**config.mk**
```make
export PLATFORM = sky130hd
export DESIGN_NAME = mux_sel_arbiter
export DESIGN_NICKNAME = d
export VERILOG_FILES = /design/src/rtl/mux_pkg.sv /design/src/rtl/mux_rr_pick.sv /design/src/rtl/mux_sel_arbiter.sv
export SDC_FILE = /design/constraint.sdc
export NUM_CORES = 1
export LEC_CHECK = 0
export ABC_AREA = 1
export BUFFER_PORTS_ARGS = -buffer_cell sky130_fd_sc_hd__buf_2
export CAP_MARGIN = 15
export CORE_UTILIZATION = 50
export CTS_CLUSTER_DIAMETER = 60
export DETAILED_ROUTE_END_ITERATION = 10
export PLACE_DENSITY_LB_ADDON = 0.1
export SYNTH_ARGS = -nofsm -noshare
export SYNTH_HDL_FRONTEND = slang
export SYNTH_SLANG_ARGS = --single-unit
```
**constraint.sdc**
```tcl
create_clock -name clk -period 1.8 [get_ports clk]
set_input_delay 0.09 -clock clk [delete_from_list [all_inputs] [get_ports clk]]
set_output_delay 0.09 -clock clk [all_outputs]
set_load 0.01 [all_outputs]
```
**src/rtl/mux_pkg.sv**
```systemverilog
`default_nettype none
// ---------------------------------------------------------------------------
// mux_pkg
// Shared types and helpers for the mux select arbiter.
// Revision: 1.0 - initial release
// ---------------------------------------------------------------------------
package mux_pkg;

  localparam int NUM_SRC = 3;

  typedef logic [1:0] src_id_t;

  typedef enum logic [1:0] {
    IDLE  = 2'd0,
    GRANT = 2'd1,
    GUARD = 2'd2
  } arb_state_t;

  // One-hot select vector for a source index; unused code 3 maps to all-zero.
  function automatic logic [NUM_SRC-1:0] id_to_onehot(input src_id_t id);
    logic [NUM_SRC-1:0] oh;
    case (id)
      2'd0:    oh = 3'b001;
      2'd1:    oh = 3'b010;
      2'd2:    oh = 3'b100;
      default: oh = 3'b000;
    endcase
    return oh;
  endfunction

endpackage
`default_nettype wire

```
**src/rtl/mux_rr_pick.sv**
```systemverilog
`default_nettype none
// ---------------------------------------------------------------------------
// mux_rr_pick
// Combinational round-robin picker: first requester after last_id in the
// circular order 0 -> 1 -> 2 -> 0.
// Revision: 1.0 - initial release
// ---------------------------------------------------------------------------
module mux_rr_pick
  import mux_pkg::*;
(
  input  logic [NUM_SRC-1:0] req,
  input  src_id_t            last_id,
  output src_id_t            pick_id,
  output logic               any_req
);

  src_id_t c0, c1, c2;

  // Build the search order starting just after last_id, then take the first hit.
  always_comb begin
    case (last_id)
      2'd0:    begin c0 = 2'd1; c1 = 2'd2; c2 = 2'd0; end
      2'd1:    begin c0 = 2'd2; c1 = 2'd0; c2 = 2'd1; end
      default: begin c0 = 2'd0; c1 = 2'd1; c2 = 2'd2; end
    endcase
    any_req = |req;
    if (req[c0])      pick_id = c0;
    else if (req[c1]) pick_id = c1;
    else if (req[c2]) pick_id = c2;
    else              pick_id = last_id;
  end

endmodule
`default_nettype wire

```
**src/rtl/mux_sel_arbiter.sv**
```systemverilog
`default_nettype none
// ---------------------------------------------------------------------------
// mux_sel_arbiter
// Round-robin select generator for a 3-input mux. Grants one source at a
// time, bounds contended turns to HOLD_CYCLES, and inserts a one-cycle
// all-zero guard between different grants. Selects are registered.
// Revision: 1.0 - initial release
// ---------------------------------------------------------------------------
module mux_sel_arbiter
  import mux_pkg::*;
#(
  parameter int HOLD_CYCLES = 4
) (
  input  logic       clk,
  input  logic       rst_n,
  input  logic       req1,
  input  logic       req2,
  input  logic       req3,
  output logic       sel1,
  output logic       sel2,
  output logic       sel3,
  output logic       grant_valid,
  output logic [1:0] grant_id
);

  localparam int CNT_W = $clog2(HOLD_CYCLES + 1);
  localparam logic [CNT_W-1:0] HOLD_RELOAD = CNT_W'(HOLD_CYCLES - 1);

  arb_state_t          state, state_nx;
  logic [CNT_W-1:0]    hold_cnt, hold_cnt_nx;
  src_id_t             last_id, last_id_nx;
  src_id_t             gid, gid_nx;
  logic [NUM_SRC-1:0]  sel, sel_nx;
  logic [NUM_SRC-1:0]  req;
  src_id_t             pick_id;
  logic                any_req;
  logic                granted_req;
  logic                others_req;

  assign req = {req3, req2, req1};

  // While in GRANT, last_id is the source currently holding the mux.
  assign granted_req = |(req & id_to_onehot(last_id));
  assign others_req  = |(req & ~id_to_onehot(last_id));

  mux_rr_pick u_pick (
    .req     (req),
    .last_id (last_id),
    .pick_id (pick_id),
    .any_req (any_req)
  );

  // Next-state, counter and next-select decode; selects default to all-zero.
  always_comb begin
    state_nx    = state;
    hold_cnt_nx = hold_cnt;
    last_id_nx  = last_id;
    gid_nx      = gid;
    sel_nx      = '0;
    case (state)
      IDLE, GUARD: begin
        if (any_req) begin
          state_nx    = GRANT;
          last_id_nx  = pick_id;
          gid_nx      = pick_id;
          hold_cnt_nx = HOLD_RELOAD;
          sel_nx      = id_to_onehot(pick_id);
        end else begin
          state_nx = IDLE;
        end
      end
      GRANT: begin
        if (!granted_req) begin
          state_nx = others_req ? GUARD : IDLE;
        end else if (hold_cnt != '0) begin
          hold_cnt_nx = hold_cnt - CNT_W'(1);
          sel_nx      = id_to_onehot(last_id);
        end else if (others_req) begin
          state_nx = GUARD;
        end else begin
          // Uncontended: keep the grant and start a fresh turn, no guard.
          hold_cnt_nx = HOLD_RELOAD;
          sel_nx      = id_to_onehot(last_id);
        end
      end
      default: begin
        state_nx = IDLE;
      end
    endcase
  end

  // State and output registers; reset forces selects low asynchronously.
  always_ff @(posedge clk or negedge rst_n) begin
    if (!rst_n) begin
      state    <= IDLE;
      hold_cnt <= '0;
      last_id  <= 2'd2;
      gid      <= 2'd0;
      sel      <= '0;
    end else begin
      state    <= state_nx;
      hold_cnt <= hold_cnt_nx;
      last_id  <= last_id_nx;
      gid      <= gid_nx;
      sel      <= sel_nx;
    end
  end

  assign sel1        = sel[0];
  assign sel2        = sel[1];
  assign sel3        = sel[2];
  assign grant_valid = |sel;
  assign grant_id    = gid;

endmodule
`default_nettype wire

```
# After elaboration in Yosys (flattened, before gate mapping)
# Cells that the tools add are included.
[totals]
regBits = 12
input_bits = 5
[op_classes]
addsub = 1
order_cmp = 3
n_eq_ne = 11
muxes = 30
n_bitwise = 3
reduce_logical = 13
[op_table]
columns = ["op", "count"]
rows = [
  ["2-to-1 mux 3 bit", 8],
  ["case mux 3 bit (3 select lines)", 2],
  ["case mux 2 bit (2 select lines)", 4],
  ["2-to-1 mux 2 bit", 7],
  ["case mux 3 bit (2 select lines)", 2],
  ["OR reduction 3 bit", 4],
  ["< comparator 2 x 3 -> 1 bit (second input constant)", 3],
  ["inequality test 3 bit (second input constant)", 3],
  ["AND 3 bit", 2],
  ["binary-select mux 1 bit (select 2 bit)", 3],
  ["equality test 2 x 1 -> 1 bit (second input constant)", 3],
  ["equality test 2 bit (second input constant)", 3],
  ["zero test 2 bit", 3],
  ["2-to-1 mux 1 bit", 4],
  ["inequality test 2 bit (second input constant)", 2],
  ["AND reduction 2 bit", 2],
  ["AND reduction 4 bit", 1],
  ["inverter 3 bit", 1],
  ["nonzero test 3 bit", 1],
  ["subtractor 3 x 1 -> 3 bit (second input constant)", 1],
  ["nonzero test 2 bit", 1],
  ["OR reduction 2 bit", 1],
]

# Longest topological paths before layout
[logic_depth]
word_depth = 11
depth_mapped = 9
mapped_depth_nobuf = 9

# By module
# A second synthesis with hierarchy kept.
[hier_totals]
hier_cells = 93
area_unflattened_um2 = 663.1
[by_module_without_submodules]
columns = ["module", "n_inst", "cells_per_inst", "area_per_inst_um2", "seq_area_each_um2"]
rows = [
  ["mux_sel_arbiter", 1, 69, 564.3, 276.5],
  ["mux_rr_pick", 1, 24, 98.8, 0.0],
]

# Worst setup path before layout
# OpenSTA, ideal clock, no wires.
[synth_path]
path_type = "flip-flop to flip-flop"
startpoint = "register last_id[1]"
endpoint = "register hold_cnt[0]"
setup_ns = 0.118
arrival_time_ns = 1.128
path_slack_ns = 0.554
stages_incl_launch_ff = 10
n_path_buf = 0
synth_period_minus_slack_ns = 1.246
path_cell_list = "dfstp_2 inv_2 nor2_1 nand2_1 nand3_2 nand2_1 inv_1 nand2_1 nand2_1 nand2_1"
[synth_via]
elab_chain_cells = 7
[synth_rtl]
columns = ["element", "line", "text"]
rows = [
  ["start, declared", "mux_sel_arbiter.sv:31", "src_id_t last_id, last_id_nx;"],
  ["start signal, assigned", "mux_sel_arbiter.sv:103", "last_id <= last_id_nx;"],
  ["equality test 2 bit, or another cell as far along", "mux_pkg.sv:22", "case (id)"],
  ["case mux 3 bit (3 select lines) (*)", "mux_pkg.sv:22", ""],
  ["inverter 3 bit", "mux_sel_arbiter.sv:44", "assign others_req = |(req & ~id_to_onehot(last_id));"],
  ["AND 3 bit", "mux_sel_arbiter.sv:44", ""],
  ["OR reduction 3 bit", "mux_sel_arbiter.sv:44", ""],
  ["inequality test 3 bit (no source line)", "-", ""],
  ["AND reduction 4 bit (no source line) (*)", "-", ""],
  ["end signal, assigned", "mux_sel_arbiter.sv:102", "hold_cnt <= hold_cnt_nx;"],
  ["end, declared", "mux_sel_arbiter.sv:30", "logic [CNT_W-1:0] hold_cnt, hold_cnt_nx;"],
]
# Every way passes the cells marked *; elsewhere a longest branch is shown, timed or not.
# A chain may end at the register's enable or synchronous reset.

# Final worst setup path
# Same ends and word-level chain as after synthesis.

==> out/metrics.yaml <==
status: "finished clean"
clk_pin_slew_ns: 0.08
synth_top_area_frac: 0.3854
crit_cells: 9
pre_cts_slack_ns: 0.4178
routed_via_density: 5.383
dr_total_vias: 646
cp_slowest_stage_delay_ns: 0.57
fin_skew_ns: 0.008190
layout.area.seq_um2: 276.5
dp.cells: 115
final_util: 0.6450
clockPowerShare: 0.129
multi_input_area_um2: 316.6
cts_tree: "built"
async_flop_share: 1.000
syn2layout_area_growth_pct: 14.84
yosys_warnings: 0
power_density_nw_per_um2: 1820
finalCritPeriodShare: 0.7753
hpwl_um: 1117
holdCritPathClass: "in2async"
drive_gt1_frac: 0.1981
synth_compound_area_frac: 0.06936
ant_nets: 0
diodes: 0
htreeDepth: 1
ys_types: 17
maxSlewHeadroom: 0.8176
hold_violations: 0
cts_buffers: 3
synth_xor_xnor_area_share: 0.01349
finalSetupViolCount: 0
die_area_um2: 1447
p_leak_uw: 0.0004456
dr.pass1.iters: 4
grt_util_all_layers: 0.2630
cp_slowest_cell: "dfstp_2"
synth_seq_cells: 11
drv_cap: 0
cp-end-kind: "register"
intPower_uw: 703.5
drt_iter0_markers: 22
worst_pin_slew_ns: 0.2732
core_um2: 1156
rows: 12
portBuffers: 10
num-nets-final: 114
place.gp.congestion: 0.9828
ys_seq_area_frac: 0.4258
swShare: 0.4818
antenna_found_initial: 0
grt_max_degree: 12
synthMuxAreaShare: 0
clk_path_buf_depth: 2
yosys.cell_count.top_type: "nand2_1"
synthCells: 92
synthesis.area_um2: 649.4
path_buf_inv: 2
synth_common_cells: "nand2_1 (35), dfrtp_1 (10), nand3_1 (10), inv_1 (9)"
drt-wirelength-per-cell_um: 11.74
clkLatencyLatePin_ns: 0.28
comb_power_share: 0.547
dieHeight_um: 38.04
worst_r2r_path_depth: 9
yosysTopAreaCell: "dfrtp_1"
synth_adder_area_share: 0.03854
syn_avg_cell_area_um2: 7.058
seq_power_share: 0.324
synth_area_leaders: "dfrtp_1 (39%), nand2_1 (20%), nand3_1 (7.7%), inv_1 (5.2%), dfstp_2 (4.0%)"
fin_cells: 120
switchingPower_uw: 654.0
start_util: 0.5617
grt_pass1_wl_um: 2532
postCtsSetupRepairBufs: 0
ioPinCount: 11
cts.sinks: 11
total_power_uw: 1357
layout_min_cycle_time_ns: 1.396
cp_max_fo: 8
overflow: 0
drv_slew: 0
worstPathArrival_ns: 1.56
totalWireLength_um: 1409
tns_ns: 0
synthFlopType: "dfrtp_1"
critPathRequiredTime_ns: 1.96
worst_slack_ns: 0.4044
crit_chain: "inv_2 > nor2_1 > nand2_1 > nand3_2 > nand2_1 > inv_1 > nand2_1 > nand2_1 > nand2_1"
route.detailed.drc: 0
cts-root-buf: "clkbuf_4"
fmax_mhz: 716.5
synth_fp_nets: 99
worstSetupStartpointType: "register"
first_global_vias: 609
die_x_um: 38.04
synth_top_family_by_area: "simple AND/OR/NAND/NOR gates"
synth_edf_count: 0
path_class: "reg2reg"
n_fill_cell: 102
rsz0062_at_grt: "no"
cpMostUsedCell: "nand2_1"
worst_ir_drop_vdd_uv: 779.8
synthSimpleGateAreaFrac: 0.3661
cp_top_family: "simple AND/OR/NAND/NOR gates"
## registers in the layout, indices dropped and copies added (netlist names)
name and flops:
state 2, hold_cnt 3, sel 3, grant_id 1
last_id 2
## power groups by stage
stage / clock, uW / sequential [uW] / combinational (uW)
global placement: 0 / 438 / 714
global route: 192 / 454 / 866
finish: 175 / 439 / 743
detailed placement: 0 / 443 / 735
CTS: 181 / 440 / 739
floorplan: 0 / 444 / 544
## final cells by class
cell class                      instances  area share
Tap cell                               14     0.02349
Multi-Input combinational cell         67      0.4245
Timing Repair Buffer                   11     0.08054
Sequential cell                        11      0.3708
Inverter                               13     0.06544
Clock buffer                            4     0.03523
## timing repair
| action | 4_1_cts | 5_1_grt |
|---|---|---|
| resized for setup | 0 | 0 |
| hold buffers | 1 | 0 |
| endpoints found under the hold margin | 11 | 0 |
## metal layers
metal  share of wire  vias up  track usage  wire length (um)
li1                -      319            -                 -
met1            0.44      294       0.3421               617
met2            0.45       27       0.3686               633
met3           0.068        6      0.06395                96
met4           0.044        0       0.2054                62
met5               0        -            0                 0
## logic make-up after synthesis
group / count (synthesis)
AND/OR/NAND/NOR: 55
flip-flops: 11
adder cells (fa/ha/maj): 2
AO/OA/AOI/OAI: 9
XOR/XNOR: 1
buffers and inverters: 14
## cell usage in the layout, fill, tap and decap left out
cell           synthesis  layout
a21oi_1                1       1
nand4_1                2       2
inv_2                  4       4
o21ai_0                4       4
xor2_1                 1       1
dfrtp_1               10      10
nor2_2                 2       2
nand2_1               35      35
clkbuf_1               0       1
dfstp_2                1       1
o21ai_1                4       4
dlygate4sd3_1          0       1
nor2_1                 4       4
clkbuf_4               0       3
nand3_1               10      10
nand3_2                1       1
buf_2                  0      10
ha_1                   2       2
or3_1                  1       1
inv_1                  9       9
## final timing paths
path	start	to	slack, ns
worst max-delay path	last_id[1]	hold_cnt[0]	0.40
worst min-delay path	rst_n	last_id[0]	0.20
worst max register to register	last_id[1]	hold_cnt[0]	0.40
worst min register to register	hold_cnt[1]	hold_cnt[1]	0.47
max in group asynchronous	rst_n	last_id[1]	1.34
min in group clk	req3	sel[0]	0.23
## metrics by stage
step | cell area (um^2) | hold slack (ns)
after global routing | 745.7 | 0.2395
after floorplan | 649.4 | -0.2056
after detailed placement | 709.4 | -0.02557
after CTS | 745.7 | 0.2041
after global placement | 709.4 | -0.02880
final | 745.7 | 0.2001
Note: power is estimated with default switching activity, not from simulation.
